`src/rtl/wide_add_pkg.sv`:
```
// Shared types and constants for the sliced wide adder: slice width, FSM
// states and the index-counter width helper.
package wide_add_pkg;

   localparam int SLICE_W = 16;

   typedef enum logic [1:0] {
      IDLE = 2'd0,
      RUN  = 2'd1,
      DONE = 2'd2
   } state_t;

   // A single-slice build still needs a 1-bit index register.
   function automatic int idx_w(input int slices);
      return (slices > 1) ? $clog2(slices) : 1;
   endfunction

endpackage

```
`src/rtl/cla16_slice.sv`:
```
// Combinational 16-bit carry-lookahead adder slice: four 4-bit lookahead
// groups joined by a second-level 4-group lookahead unit.
module cla16_slice (
   input  logic [15:0] a,
   input  logic [15:0] b,
   input  logic        cin,
   output logic [15:0] sum,
   output logic        cout,
   output logic        c15
);

   logic [15:0] g;
   logic [15:0] p;
   logic [15:0] c;
   logic [3:0]  grp_g;
   logic [3:0]  grp_p;
   logic [3:0]  grp_c;

   assign g = a & b;
   assign p = a ^ b;

   for (genvar gi = 0; gi < 4; gi++) begin : g_group
      localparam int B = 4 * gi;
      assign c[B]     = grp_c[gi];
      assign c[B + 1] = g[B] | (p[B] & grp_c[gi]);
      assign c[B + 2] = g[B + 1] | (p[B + 1] & g[B]) | (p[B + 1] & p[B] & grp_c[gi]);
      assign c[B + 3] = g[B + 2] | (p[B + 2] & g[B + 1]) | (p[B + 2] & p[B + 1] & g[B])
                      | (p[B + 2] & p[B + 1] & p[B] & grp_c[gi]);
      assign grp_g[gi] = g[B + 3] | (p[B + 3] & g[B + 2]) | (p[B + 3] & p[B + 2] & g[B + 1])
                       | (p[B + 3] & p[B + 2] & p[B + 1] & g[B]);
      assign grp_p[gi] = &p[B +: 4];
   end

   // Second level: group carries computed directly from group generate/propagate.
   assign grp_c[0] = cin;
   assign grp_c[1] = grp_g[0] | (grp_p[0] & cin);
   assign grp_c[2] = grp_g[1] | (grp_p[1] & grp_g[0]) | (grp_p[1] & grp_p[0] & cin);
   assign grp_c[3] = grp_g[2] | (grp_p[2] & grp_g[1]) | (grp_p[2] & grp_p[1] & grp_g[0])
                   | (grp_p[2] & grp_p[1] & grp_p[0] & cin);
   assign cout     = grp_g[3] | (grp_p[3] & grp_g[2]) | (grp_p[3] & grp_p[2] & grp_g[1])
                   | (grp_p[3] & grp_p[2] & grp_p[1] & grp_g[0])
                   | (grp_p[3] & grp_p[2] & grp_p[1] & grp_p[0] & cin);

   assign sum = p ^ c;
   assign c15 = c[15];

endmodule

```
`src/rtl/wide_add_sequencer.sv`:
```
// Multi-cycle wide adder/subtractor: one 16-bit lookahead slice per cycle,
// LSB slice first, carry chained through a register between slices.
module wide_add_sequencer
   import wide_add_pkg::*;
#(
   parameter int SLICES = 4
) (
   input  logic                      clk,
   input  logic                      rst_n,
   input  logic                      in_valid,
   output logic                      in_ready,
   input  logic [SLICE_W*SLICES-1:0] in_a,
   input  logic [SLICE_W*SLICES-1:0] in_b,
   input  logic                      in_cin,
   input  logic                      in_sub,
   output logic                      out_valid,
   input  logic                      out_ready,
   output logic [SLICE_W*SLICES-1:0] out_sum,
   output logic                      out_cout,
   output logic                      out_ovf,
   output logic                      busy
);

   localparam int W     = SLICE_W * SLICES;
   localparam int IDX_W = idx_w(SLICES);

   state_t             state_q;
   logic [W-1:0]       a_q;
   logic [W-1:0]       b_q;
   logic [W-1:0]       sum_q;
   logic               carry_q;
   logic [IDX_W-1:0]   idx_q;
   logic               in_ready_q;
   logic               cout_q;
   logic               ovf_q;

   logic [SLICE_W-1:0] a_sl [SLICES];
   logic [SLICE_W-1:0] b_sl [SLICES];
   logic [SLICE_W-1:0] slice_a;
   logic [SLICE_W-1:0] slice_b;
   logic [SLICE_W-1:0] slice_sum;
   logic               slice_cout;
   logic               slice_c15;
   logic               last_slice;

   for (genvar gi = 0; gi < SLICES; gi++) begin : g_view
      assign a_sl[gi] = a_q[gi*SLICE_W +: SLICE_W];
      assign b_sl[gi] = b_q[gi*SLICE_W +: SLICE_W];
   end

   assign slice_a    = a_sl[idx_q];
   assign slice_b    = b_sl[idx_q];
   assign last_slice = (idx_q == IDX_W'(SLICES - 1));

   cla16_slice u_slice (
      .a    (slice_a),
      .b    (slice_b),
      .cin  (carry_q),
      .sum  (slice_sum),
      .cout (slice_cout),
      .c15  (slice_c15)
   );

   // Subtraction is A + ~B + 1, so B is inverted once at accept time.
   always_ff @(posedge clk or negedge rst_n) begin
      if (!rst_n) begin
         state_q    <= IDLE;
         a_q        <= '0;
         b_q        <= '0;
         sum_q      <= '0;
         carry_q    <= 1'b0;
         idx_q      <= '0;
         in_ready_q <= 1'b0;
         cout_q     <= 1'b0;
         ovf_q      <= 1'b0;
      end else begin
         case (state_q)
            IDLE: begin
               if (in_valid && in_ready_q) begin
                  a_q        <= in_a;
                  b_q        <= in_sub ? ~in_b : in_b;
                  carry_q    <= in_sub | in_cin;
                  idx_q      <= '0;
                  state_q    <= RUN;
                  in_ready_q <= 1'b0;
               end else begin
                  in_ready_q <= 1'b1;
               end
            end
            RUN: begin
               sum_q[idx_q*SLICE_W +: SLICE_W] <= slice_sum;
               carry_q    <= slice_cout;
               idx_q      <= idx_q + 1'b1;
               in_ready_q <= 1'b0;
               if (last_slice) begin
                  cout_q  <= slice_cout;
                  ovf_q   <= slice_c15 ^ slice_cout;
                  state_q <= DONE;
               end
            end
            DONE: begin
               if (out_ready) begin
                  state_q    <= IDLE;
                  in_ready_q <= 1'b1;
               end else begin
                  in_ready_q <= 1'b0;
               end
            end
            default: begin
               state_q    <= IDLE;
               in_ready_q <= 1'b0;
            end
         endcase
      end
   end

   assign in_ready  = in_ready_q;
   assign out_valid = (state_q == DONE);
   assign out_sum   = sum_q;
   assign out_cout  = cout_q;
   assign out_ovf   = ovf_q;
   assign busy      = (state_q != IDLE);

endmodule
```
`config.mk`:
```
export PLATFORM = sky130hd
export DESIGN_NAME = wide_add_sequencer
export DESIGN_NICKNAME = d
export VERILOG_FILES = /design/src/rtl/wide_add_pkg.sv /design/src/rtl/cla16_slice.sv /design/src/rtl/wide_add_sequencer.sv
export SDC_FILE = /design/constraint.sdc
export NUM_CORES = 1
export LEC_CHECK = 0
export ABC_CLOCK_PERIOD_IN_PS = 4700
export CAP_MARGIN = 0
export CORE_MARGIN = 3
export CORE_UTILIZATION = 45
export DETAILED_ROUTE_END_ITERATION = 7
export HOLD_SLACK_MARGIN = 0.05
export PLACE_DENSITY = 0.69
export SLEW_MARGIN = 20
export SYNTH_ARGS = -nofsm -noshare
export SYNTH_HDL_FRONTEND = slang
export SYNTH_SLANG_ARGS = --single-unit
```
`constraint.sdc`:
```
create_clock -name clk -period 4.7 [get_ports clk]
set_clock_uncertainty 0.15 [all_clocks]
set_input_delay 0.94 -clock clk [delete_from_list [all_inputs] [get_ports clk]]
set_output_delay 0.94 -clock clk [all_outputs]
set_load 0.02 [all_outputs]
```
* Yosys cells after proc, flatten, opt, wreduce, memory -nomap -nowiden
Cells that the tools add are included.
** Word-level totals
- Bits in registers :: 200
- Latch bits :: 0
- RAM bits :: 0
- Bits in read-only memories :: 0
- Input bits :: 134
- Memories :: 0
** Operators by class
- $add $sub $neg :: 2
- Multipliers :: 0
- Divide/modulo/power cells :: 0
- $lt $le $gt $ge :: 1
- Eq/ne operators :: 6
- Shift operators :: 2
- Muxes and demuxes :: 19
- Bitwise logic cells :: 125
- Reductions and logical operators :: 12
** Operators with widths (count)
- $and A1 B1 Y1 :: 72
- $bmux W16 S2 :: 2
- $bwmux W64 :: 1
- $mux W16 :: 4
- $mux W64 :: 1
- $not A64 Y64 :: 1
- $shift A16 B34 Y64 const A :: 1
- $shiftx A16 B34 Y64 :: 1
- $or A1 B1 Y1 :: 47
- $neg A6 Y34 :: 1
- $xor A16 B16 Y16 :: 2
- $and A16 B16 Y16 :: 1
- $reduce_and A4 Y1 :: 4
- $mux W2 :: 4
- $pmux W2 S3 :: 1
- $reduce_and A2 Y1 :: 3
- $eq A2 B2 Y1 const B :: 2
- $ne A2 B2 Y1 const B :: 2
- $pmux W1 S2 :: 2
- $pmux W2 S2 :: 1
- $reduce_bool A2 Y1 :: 2
- $ge A3 B3 Y1 const B :: 1
- $mux W1 :: 3
- $not A2 Y3 :: 1
- other kinds (7) :: 7

* Logic depth before layout (Yosys ltp)
- Word-level depth :: 18
- Depth in mapped cells :: 14
- Gate-level depth less buffers :: 12

* Modules after synthesis
From an unflattened synthesis, not the netlist that was laid out.
** Unflattened totals
- Cells, all modules :: 897
- Area, all modules :: 9582.9 sq um
** By module, submodules not included
- wide_add_sequencer :: times used 1, cells an instance 810, area each 8848.5 sq um
- cla16_slice :: times used 1, cells an instance 87, area each 734.5 sq um

* Worst setup path before layout
No wires, ideal clock.
- Path kind :: reg2reg
- Start :: register idx_q[0]
- End :: register sum_q[45] (netlist: out_sum[45])
- Library setup time :: 132 ps
- Arrival time :: 3578 ps
- Required time :: 4418 ps
- Setup slack :: 839 ps
- Cell stages (with the launch flop) :: 15
- Path buffers :: 2
- Cell sequence :: dfrtp_1 > buf_2 > buf_2 > mux4_2 > ha_1 > o21a_1 > a21oi_2 > o21ba_2 > inv_2 > a21o_1 > a21o_1 > a21o_1 > fa_1 > xnor2_1 > o21ai_0
** On the way
- Cells in the longest elaborated chain, start to end :: 18
- Elaborated cells on any way between the ends :: 116
- Classes of those cells :: add/sub: 1; shift: 2; mux: 7; bitwise: 103; reduce/logical: 3
** Ends and longest elaborated chain
- start, declared :: line wide_add_sequencer.sv:32 : logic [IDX_W-1:0] idx_q;
- start signal, assigned :: line wide_add_sequencer.sv:93 : idx_q <= idx_q + 1'b1;
- $not A2 Y3 (not written as such) :: line wide_add_sequencer.sv:51, wide_add_sequencer.sv:52
- $bmux W16 S2 (on tied branches) :: line wide_add_sequencer.sv:51, wide_add_sequencer.sv:52
- $mux W16 (on tied branches) (2 in a row) :: line wide_add_sequencer.sv:51, wide_add_sequencer.sv:52
- $xor A16 B16 Y16 / $and A16 B16 Y16 (equally long branches) :: line cla16_slice.sv:20, cla16_slice.sv:19
- $and A1 B1 Y1 (on tied branches) :: line cla16_slice.sv:29, cla16_slice.sv:30
- $or A1 B1 Y1, or another cell as far along :: line cla16_slice.sv:29 : assign grp_g[gi] = g[B + 3] | (p[B + 3] & g[B + 2]) | (p[B + 3] & p[B + 2] & g[B + 1])
- $or A1 B1 Y1 / $and A1 B1 Y1 (equally long branches) :: line cla16_slice.sv:29, cla16_slice.sv:30
- $or A1 B1 Y1 :: line cla16_slice.sv:30 : | (p[B + 3] & p[B + 2] & p[B + 1] & g[B]);
- $and A1 B1 Y1 :: line cla16_slice.sv:38 : assign grp_c[3] = grp_g[2] | (grp_p[2] & grp_g[1]) | (grp_p[2] & grp_p[1] & grp_g[0])
- $or A1 B1 Y1 (2 in a row) :: line cla16_slice.sv:38
- $or A1 B1 Y1 :: line cla16_slice.sv:39 : | (grp_p[2] & grp_p[1] & grp_p[0] & cin);
- $and A1 B1 Y1 (on tied branches) :: line cla16_slice.sv:25, cla16_slice.sv:26, cla16_slice.sv:28
- $or A1 B1 Y1 (on tied branches) :: line cla16_slice.sv:25, cla16_slice.sv:26, cla16_slice.sv:28
- $xor A16 B16 Y16 :: line cla16_slice.sv:44 : assign sum = p ^ c;
- $shiftx A16 B34 Y64 :: line wide_add_sequencer.sv:91 : sum_q[idx_q*SLICE_W +: SLICE_W] <= slice_sum;
- $bwmux W64 * :: line wide_add_sequencer.sv:91
- end signal, assigned by index :: line wide_add_sequencer.sv:91
- end, declared :: line wide_add_sequencer.sv:30 : logic [W-1:0] sum_q;
Every way passes the cells marked *; elsewhere a longest branch is shown, timed or not. The select of a mux whose other input is x is not followed.
A chain may end at the register's enable or synchronous reset.

* Final worst setup path
Ends and elaborated chain as after synthesis.

==> impl_metrics.py <==
metrics = {
    "logic_synthesis": {
        "netlist_instances": 909,
        "synth_edf_count": 0,
        "ys.warnings.count": 0,
        "synthTopCellsByArea": "dfrtp_1 53%, nand2_1 12%, mux4_2 7.6%, xnor2_1 6.6%, o21ai_0 4.9%",
        "async_flop_share": 1.00,
        "synth_nets": 1069,
        "ys_seq_elements": 200,
        "synth_top_area_share": 0.530,
        "synthFlopType": "dfrtp_1",
        "syn_area_um2": 9440,
        "ys_seq_area_frac": 0.530,
        "yosysUniqueCellTypes": 45,
        "yosysTopAreaCell": "dfrtp_1",
        "syn_avg_cell_area_um2": 10.4,
    },
    "route": {
        "wl_per_cell_um": 17.8,
        "vias": 7150,
        "drt_first_pass_iters": 5,
        "wirelength_mm": 24.3,
        "drt_iter0_markers": 365,
        "antenna_left": 0,
        "via_per_inst": 5.22,
        "drc_errors": 0,
    },
    "power_and_ir_drop": {
        "vdd_ir_drop_max_mv": 0.515,
        "power_frac_comb": 0.525,
        "fin_total_pwr_mw": 9.31,
        "p_int_mw": 5.28,
        "p_leak_nw": 5.51,
        "p_sw_mw": 4.03,
        "power_frac_clock": 0.155,
        "seq_power_share": 0.320,
        "p_sw_frac": 0.433,
        "powerDensity_nw_per_um2": 759,
    },
    "floorplan": {
        "ioPinCount": 203,
        "die_area_um2": 22700,
        "die_w_um": 151,
        "die_h_um": 151,
        "num_rows": 52,
        "core_um2": 20400,
        "start_util": 0.462,
    },
    "clocking": {
        "clkTransAtPathRegs_ns": 0.07,
        "worstSkewPairLatency_ns": 0.43,
        "cts.sink_count": 200,
        "post_cts_buffers": 0,
        "htree_levels": 4,
        "cts_tree": "built",
        "ctsResizeCount": 0,
        "cts_hold_buffers": 0,
        "cts-root-buf": "clkbuf_16",
        "ctsLongestPathBuffers": 2,
        "numCtsBuffers": 17,
    },
    "placed_design": {
        "place.gp.congestion": 0.861,
        "dp_hpwl_mm": 18.1,
        "io_buffer_count": 202,
    },
    "global_route": {
        "grt-busiest-layer": "met2",
        "use_met1": 0.314,
        "grt_overflow_total": 0,
        "grtUsageTotal": 0.221,
        "grtUsageMet3": 0.0332,
        "antenna_found_initial": 0,
        "grt_max_degree": 103,
        "grt_pass1_vias": 7227,
        "grt_use_met2": 0.362,
        "grt_pass1_wl_mm": 38.6,
    },
    "setup_path": {
        "r2r_slack_ns": 0.67,
        "crit_path_max_fanout": 13,
        "cp-end-kind": "flip-flop",
        "crit_type": "reg2reg",
        "cp.required_ns": 4.86,
        "start_kind": "flip-flop",
        "arrival_ns": 4.19,
    },
    "sta": {
        "fmax_mhz": 248,
        "post-route-period-util": 0.858,
        "slew-limit-headroom": 0.332,
        "finalSetupViolCount": 0,
        "finalHoldViolations": 0,
        "worst_slew_pin_slew_ns": 1.00,
        "fin_crit_ns": 4.03,
        "drv_slew": 0,
        "rsz0062_at_grt": "no",
        "setup_tns_ns": 0,
    },
    "finish": {
        "drive_gt1_frac": 0.0783,
        "nets": 1246,
        "diodes": 0,
        "fill_cells": 1756,
        "area_growth_pct": 30.0,
    },
    "worst_hold_path": {
        "min_path_type": "reg2reg",
    },
    "status": {
        "outcome": "finished clean",
    },
    "job": {
        "cap_violations": 0,
    },
}
-- sequential cells by signal (all words and copies together) (netlist names) --
name and cells:
out_ovf 1, idx_q 2, in_ready 1, carry_q 1
out_cout 1, a_q 64, out_sum 64, b_q 64
state_q 2
-- Yosys cell counts (all sizes together), types with 2 or more instances --
cell type,n
a21oi,9
nand4,4
inv,10
nor3,8
o31ai,6
xnor2,71
nand2,300
nor2,15
a211oi,2
a22o,36
clkbuf,37
a2111oi,2
o21ai,96
mux4,32
xor2,2
and3,2
nand3,8
nor2b,2
buf,16
a21o,5
ha,22
dfrtp,200
or2,3
fa,4
nand2b,3
-- critical path: stages, from the launching register on --
cell	delay, ns
dfrtp_2	0.65
mux4_2	0.59
ha_1	0.33
a211o_1	0.33
a21oi_2	0.21
o21ba_2	0.23
inv_2	0.07
a21o_1	0.20
a21o_1	0.16
a21o_1	0.18
fa_1	0.37
xnor2_1	0.29
o21ai_0	0.14
-- power by group through the flow --
stage | Combinational, mW | Clock, mW | Sequential (mW)
after global placement | 4.77 | 0 | 2.99
after floorplan | 3.03 | 0 | 3.04
after detailed placement | 4.87 | 0 | 3.00
final | 4.89 | 1.44 | 2.98
after global routing | 5.36 | 1.54 | 3.07
after CTS | 4.90 | 1.47 | 2.98
-- layout make-up --
type / instances / area (um2) / share of cell area
clock buffer: 19 / 433 / 0.0353
clock inverter: 13 / 145 / 0.0118
inverter: 10 / 37.5 / 0.00306
multi-input combinational: 646 / 4190 / 0.341
sequential: 200 / 5010 / 0.408
tap: 270 / 338 / 0.0275
timing repair buffer: 211 / 2120 / 0.173
-- cell families (layout without fill, tap and decap cells) --
logic type	Yosys count	count (layout)	share of synthesized area
DFF	200	200	0.530
buffers and inverters	63	253	0.0269
xor gates and xnor gates	73	73	0.0678
and+or+nand+nor	348	348	0.146
adders and majority gates	26	26	0.0377
muxes	33	33	0.0774
AOI/OAI and AO/OA	166	166	0.114
-- metal layers --
metal | vias up | routed length (um)
met4 | 0 | 375
li1 | 3434 | -
met3 | 23 | 1180
met1 | 3472 | 11000
met2 | 221 | 11800
met5 | - | 0
-- final timing paths --
kind                            startpoint          end  cells after the start
max in group asynchronous            rst_n  out_sum[35]                      2
worst min register to register     a_q[40]      a_q[40]                      2
min in group asynchronous            rst_n      a_q[34]                      1
worst max-delay path              idx_q[0]  out_sum[45]                     12
worst min-delay path               a_q[40]      a_q[40]                      2
worst max register to register    idx_q[0]  out_sum[45]                     12
-- metrics by stage --
| step | cell area (um2) | cells | hold WS (ns) | utilization | worst slack [ns] |
|---|---|---|---|---|---|
| 2_1_floorplan | 9440 | 909 | 0.290 | - | 0.839 |
| 3_3_place_gp | 11700 | 1337 | 0.304 | 0.572 | 0.769 |
| 3_5_place_dp | 11700 | 1337 | 0.307 | 0.572 | 0.658 |
| 4_1_cts | 12300 | 1369 | 0.324 | 0.600 | 0.640 |
| 5_1_grt | 12300 | 1369 | 0.348 | 0.600 | 0.333 |
| 6_report | 12300 | 1369 | 0.322 | 0.600 | 0.669 |
-- layout by cell type (no fill, tap or decap), types with 5 or more instances in the layout --
master,instances
a21o_1,5
inv_1,9
buf_4,8
a22o_1,36
nor2_1,14
mux4_2,32
clkdlybuf4s50_1,200
nor3_1,7
o31ai_1,6
a21oi_1,8
nand3_1,8
o21ai_0,92
ha_1,22
clkinvlp_4,5
xnor2_1,71
nand2_1,300
clkbuf_16,17
dfrtp_1,198
No activity file was read; power rests on OpenSTA's default activity.
